**src/rtl/jtframe_z80_multiwait_pkg.sv**
```systemverilog
// Shared definitions for the Z80 multi-channel wait / cen recovery logic.
// Also used by the jtframe CPU wrappers, so keep the encodings stable.
package jtframe_z80_multiwait_pkg;

    // Gating FSM states
    typedef enum logic [1:0] {
        ST_RUN     = 2'd0,
        ST_WAIT    = 2'd1,
        ST_RECOVER = 2'd2
    } mw_state_t;

    // Clock cycles between a cen_in pulse and the repaid pulse that follows it
    localparam logic [1:0] INS_OFFSET = 2'd2;

endpackage

```
**src/rtl/jtframe_z80_cenrec.sv**
```systemverilog
// Missed-pulse bookkeeping: saturating miss counter, phase since the last
// cen_in and the insertion of repaid pulses at cen_in + INS_OFFSET.
module jtframe_z80_cenrec
    import jtframe_z80_multiwait_pkg::*;
#(
    parameter int CNTW = 4
)(
    input  logic            rst_n,
    input  logic            clk,
    input  logic            cen_in,
    input  logic            miss_inc,   // a cen_in pulse was withheld
    input  logic            miss_clr,   // drop the whole balance
    input  logic            ins_en,     // insertion allowed this cycle
    output logic            ins_pulse,  // repaid pulse this cycle
    output logic [CNTW-1:0] miss
);

    localparam logic [CNTW-1:0] MISS_MAX = '1;

    logic [1:0]      phase_q, phase_d;
    logic [CNTW-1:0] miss_q,  miss_d;

    // Phase tracking, insertion decision and miss counter update
    always_comb begin
        ins_pulse = ins_en & (phase_q == INS_OFFSET) & (miss_q != '0);

        // phase 0 means no cen_in seen yet; it stops at 3 until the next cen_in
        phase_d = phase_q;
        if (cen_in) begin
            phase_d = 2'd1;
        end else if (phase_q != 2'd0 && phase_q != 2'd3) begin
            phase_d = phase_q + 2'd1;
        end

        miss_d = miss_q;
        if (miss_clr) begin
            miss_d = '0;
        end else if (miss_inc) begin
            if (miss_q != MISS_MAX) begin
                miss_d = miss_q + CNTW'(1);
            end
        end else if (ins_pulse) begin
            miss_d = miss_q - CNTW'(1);
        end
    end

    // State registers
    always_ff @(posedge clk or negedge rst_n) begin
        if (!rst_n) begin
            phase_q <= 2'd0;
            miss_q  <= '0;
        end else begin
            phase_q <= phase_d;
            miss_q  <= miss_d;
        end
    end

    assign miss = miss_q;

endmodule

```
**src/rtl/jtframe_z80_multiwait.sv**
```systemverilog
// Z80 clock-enable gating: stalls the CPU while a ROM channel or a shared
// device is not ready, repays withheld cen pulses afterwards and breaks
// stalls that never end with a sticky watchdog.
module jtframe_z80_multiwait
    import jtframe_z80_multiwait_pkg::*;
#(
    parameter int NCH      = 2,
    parameter int RECOVERY = 1,
    parameter int CNTW     = 4,
    parameter int TOW      = 10
)(
    input  logic           rst_n,
    input  logic           clk,
    input  logic           cen_in,
    output logic           cen_out,
    output logic           gate,
    input  logic           mreq_n,
    input  logic           iorq_n,
    input  logic           busak_n,
    input  logic [NCH-1:0] rom_cs,
    input  logic [NCH-1:0] rom_ok,
    input  logic           dev_busy,
    output logic           timeout
);

    localparam logic [TOW-1:0] WD_MAX = '1;

    mw_state_t       state_q, state_d;
    logic [NCH-1:0]  cs_l_q, cs_l_d;
    logic [TOW-1:0]  wd_q, wd_d;
    logic            timeout_q, timeout_d;
    logic            cut_q, cut_d;

    logic [NCH-1:0]  pend;
    logic            req;
    logic            wd_hit;
    logic            miss_inc, miss_clr, ins_en, ins_pulse;
    logic [CNTW-1:0] miss;

    // Wait request; a channel is not trusted in the first cycle of its select
    always_comb begin
        cs_l_d = rom_cs;
        pend   = rom_cs & (~rom_ok | ~cs_l_q);
        req    = busak_n & ~cut_q &
                 ((~mreq_n & (|pend)) | (dev_busy & (~mreq_n | ~iorq_n)));
        // a cen_in colliding with req sends RECOVER back to WAIT: no insertion then
        ins_en = (state_q == ST_RECOVER) & ~(cen_in & req);
    end

    jtframe_z80_cenrec #(
        .CNTW      (CNTW)
    ) u_cenrec (
        .rst_n     (rst_n),
        .clk       (clk),
        .cen_in    (cen_in),
        .miss_inc  (miss_inc),
        .miss_clr  (miss_clr),
        .ins_en    (ins_en),
        .ins_pulse (ins_pulse),
        .miss      (miss)
    );

    // Gating FSM: next state, gated cen and miss counter controls
    always_comb begin
        state_d  = state_q;
        cen_out  = 1'b0;
        gate     = 1'b1;
        miss_inc = 1'b0;
        miss_clr = 1'b0;
        if (rst_n) begin
            case (state_q)
                ST_RUN: begin
                    cen_out = cen_in & ~req;
                    if (cen_in && req) begin
                        gate     = 1'b0;
                        miss_inc = 1'b1;
                        state_d  = ST_WAIT;
                    end
                end
                ST_WAIT: begin
                    gate     = 1'b0;
                    miss_inc = cen_in;
                    if (!req) begin
                        if (RECOVERY != 0 && miss != '0) begin
                            state_d = ST_RECOVER;
                        end else begin
                            miss_clr = 1'b1;
                            state_d  = ST_RUN;
                        end
                    end
                end
                ST_RECOVER: begin
                    if (cen_in && req) begin
                        gate     = 1'b0;
                        miss_inc = 1'b1;
                        state_d  = ST_WAIT;
                    end else begin
                        cen_out = cen_in | ins_pulse;
                        if ((ins_pulse && miss == CNTW'(1)) || miss == '0) begin
                            state_d = ST_RUN;
                        end
                    end
                end
                default: begin
                    miss_clr = 1'b1;
                    state_d  = ST_RUN;
                end
            endcase
        end
    end

    // Watchdog: counts clk cycles spent in WAIT and cuts the request at the limit
    always_comb begin
        wd_hit    = (state_q == ST_WAIT) && (wd_q == WD_MAX - TOW'(1));
        if (state_q == ST_WAIT) begin
            wd_d  = (wd_q == WD_MAX) ? wd_q : wd_q + TOW'(1);
            cut_d = cut_q | wd_hit;
        end else begin
            wd_d  = '0;
            cut_d = 1'b0;
        end
        timeout_d = timeout_q | wd_hit;
    end

    // State registers
    always_ff @(posedge clk or negedge rst_n) begin
        if (!rst_n) begin
            state_q   <= ST_RUN;
            cs_l_q    <= '0;
            wd_q      <= '0;
            timeout_q <= 1'b0;
            cut_q     <= 1'b0;
        end else begin
            state_q   <= state_d;
            cs_l_q    <= cs_l_d;
            wd_q      <= wd_d;
            timeout_q <= timeout_d;
            cut_q     <= cut_d;
        end
    end

    assign timeout = timeout_q;

endmodule

```
**config.mk**
```make
export PLATFORM = sky130hd
export DESIGN_NAME = jtframe_z80_multiwait
export DESIGN_NICKNAME = d
export VERILOG_FILES = /design/src/rtl/jtframe_z80_multiwait_pkg.sv /design/src/rtl/jtframe_z80_cenrec.sv /design/src/rtl/jtframe_z80_multiwait.sv
export SDC_FILE = /design/constraint.sdc
export NUM_CORES = 1
export LEC_CHECK = 0
export CAP_MARGIN = 20
export CORE_MARGIN = 2
export CORE_UTILIZATION = 50
export CTS_CLUSTER_DIAMETER = 80
export DETAILED_ROUTE_END_ITERATION = 8
export HOLD_SLACK_MARGIN = 0.12
export PLACE_DENSITY = 0.72
export SETUP_SLACK_MARGIN = 0.02
export SYNTH_ARGS = -nofsm -noshare
export SYNTH_HDL_FRONTEND = slang
export SYNTH_HIERARCHICAL = 1
export SYNTH_SLANG_ARGS = --single-unit
```
**constraint.sdc**
```tcl
create_clock -name clk -period 2.6 [get_ports clk]
set_input_delay 0.65 -clock clk [delete_from_list [all_inputs] [get_ports clk]]
set_output_delay 0.65 -clock clk [all_outputs]
set_load 0.05 [all_outputs]
```
==> results.cfg <==
[outcome]
run_status = complete, no violations

[timing]
setup_viol = 0
skew_ns = 0.00509
tightest_slew_ns = 0.489
worst_slack_ns = 0.0235
drv_slew = 0
relSlewSlack = 0.673
finalCritPeriodShare = 0.991
timing.hold.ws_ns = 0.478
min_period_ns = 2.58
tns_ns = 0
max_freq_mhz = 388
finalHoldViolCount = 0
grt_setup_unrepaired = yes

[logic_synthesis]
ys.warnings.count = 6
synth-seq-cells = 22
synthFlopType = dfrtp_1
ys_async_sr_fraction = 1.00
synth_edf_count = 0
synth_cells = 145
synth_nets = 162
netlist-cell-type-count = 47
syn_area_sq_mm = 0.00135
syn-mean-instance-area_sq_um = 9.32
synth-seq-area-share = 0.407

[global_route]
grt_max_degree = 18
grt_usage = 0.210
grt_pass1_wl_microns = 5290
grt_overflow_total = 0
antenna_found_initial = 0
grt_pass1_vias = 1270

[detailed_routing]
ant_nets = 0
highest_layer = met4
route.met2.wl_microns = 1470
drc = 0
dr.pass1.iters = 4
dr.first_iter.drc_count = 22
wl_met1_microns = 1420
drt_wl_total_microns = 3040
wl_per_cell_microns = 14.4
drt-vias-per-instance = 5.70
vias = 1203
met3_wirelength_microns = 106

[clock_tree]
ctsHoldBuffers = 0
cts_tree = built
htreeDepth = 1
cts_made_buffers = 3
cts-root-buf = clkbuf_4
cts_max_path_buffers = 2
clkTransAtPathRegs_ns = 0.12
clkLatencyLatePin_ns = 0.30
cts.sinks = 22

[finish]
areaGrowthSynthToFinish_pct = 31.3
postLayoutCoreUtil = 0.703
fin_nets = 199
fillers = 193
final_area_sq_mm = 0.00177
antenna_cells = 0
fin_cells = 211
final_cell_mix = 22 x dfrtp_1, 22 x buf_4, 17 x nand2_1
drive_above_1_share = 0.315

[placement]
io_buffers = 13
routabilityCongestion = 0.829
placed_cell_area_sq_mm = 0.00167
dp_hpwl_microns = 2200
pre_cts_slack_ns = -0.604
placedCellCount = 202

[worst_setup_path]
worst_ep_required_time_ns = 1.95
endpoint_kind = output port
arrival_ns = 1.93
startpoint_type = primary input
critPathKind = in2out
crit_fanout = 2

[power_and_ir_drop]
p_switching_mw = 0.401
p_per_area_mw_per_mm2 = 627
combPwrFrac = 0.401
p_leak_nw = 0.801
total_power_mw = 1.11
p_clk_frac = 0.165
p_int_mw = 0.711
p_seq_frac = 0.434
ir_drop_uv = 509
p_sw_frac = 0.360

[floorplanning]
fp.dieH_microns = 56.0
io_pins = 14
fp.dieW_microns = 56.0
row_count = 18
core_area_sq_mm = 0.00252
die_area_sq_mm = 0.00313
start_util = 0.536

[min_path]
hold_path_class = reg2reg

[job]
drv_cap = 0
==> power groups by stage <==
| stage | Clock (mW) | Combinational [mW] | Sequential [mW] |
|---|---|---|---|
| floorplan | 0 | 0.287 | 0.465 |
| global placement | 0 | 0.387 | 0.485 |
| global route | 0.205 | 0.495 | 0.494 |
| detailed placement | 0 | 0.405 | 0.487 |
| finish | 0.183 | 0.446 | 0.483 |
| CTS | 0.193 | 0.417 | 0.481 |
==> registers in the layout, summed over array words and instances, names as in the netlist <==
name / count
u_cenrec/phase_q: 2
u_cenrec/miss: 4
cs_l_q: 2
timeout: 1
cut_q: 1
wd_q: 10
state_q: 2
==> final cells by class <==
| type | instances | area, sq um | share of cell area |
|---|---|---|---|
| flip-flops and latches | 22 | 551 | 0.310 |
| inverters | 10 | 37.5 | 0.0212 |
| well taps | 30 | 37.5 | 0.0212 |
| clock buffers | 4 | 36.3 | 0.0205 |
| multi-input cells | 110 | 825 | 0.465 |
| repair buffers | 35 | 288 | 0.162 |
==> what timing repair did <==
item | 4_1_cts | 5_1_grt
pin swaps | 7 | 6
setup endpoints to repair | 4 | 3
setup buffers | 3 | 2
gates resized for setup | 29 | 10
==> cells by family (layout without fill, tap and decap cells) <==
kind of cell / after synthesis / in the layout / share of synthesized area
xor gates and xnor gates: 2 / 2 / 0.0130
and+or+nand+nor: 65 / 65 / 0.276
buffers and inverters: 13 / 49 / 0.0398
AOI/OAI and AO/OA: 35 / 35 / 0.184
DFF: 22 / 22 / 0.407
muxes: 2 / 2 / 0.0185
adders and majority gates: 6 / 6 / 0.0611
==> layer usage <==
metal	vias to the layer above	track usage
li1	596	-
met1	580	0.257
met2	23	0.358
met3	4	0.0419
met4	0	0.0884
met5	-	0
==> worst max-delay path, cell delays in order <==
cell,delay [ns]
buf_6,0.07
nand2_2,0.05
a221oi_4,0.31
a2111oi_4,0.10
a21oi_2,0.18
nand2_2,0.09
nor2_4,0.11
nand4b_1,0.11
o21ai_2,0.10
buf_12,0.16
==> synth_stat cells, drive strengths merged (2+ instances only) <==
cell | instances | area, sq um
o21ai | 7 | 38.8
nand4 | 3 | 33.8
nor2b | 3 | 18.8
a211oi | 2 | 15.0
nand3 | 4 | 20.0
nand2 | 20 | 75.1
nor4 | 4 | 52.6
or4 | 2 | 15.0
nor2 | 12 | 45.0
nand2b | 5 | 33.8
dfrtp | 22 | 551
nor3 | 4 | 20.0
o31ai | 4 | 30.0
clkbuf | 2 | 8.75
ha | 5 | 62.6
or3 | 4 | 27.5
inv | 10 | 37.5
xor2 | 2 | 17.5
a21oi | 10 | 50.1
==> path summary, 6_finish.rpt <==
path                                startpoint                            to  slack, ns  depth (start not counted)
setup reg to reg           cs_l_q[0]$_DFF_PN0_  u_cenrec/miss[3]$_DFFE_PN0P_       0.23                         11
min in group asynchronous                rst_n        state_q[0]$_DFFE_PN0P_       0.77                          3
max in group asynchronous                rst_n           wd_q[4]$_DFFE_PN0P_       1.59                          3
hold reg to reg              timeout$_DFF_PN0_             timeout$_DFF_PN0_       0.48                          1
setup / recovery                     rom_ok[0]                       cen_out       0.02                         10
hold / removal               timeout$_DFF_PN0_             timeout$_DFF_PN0_       0.48                          1
Note: power is estimated with default switching activity, not from simulation.
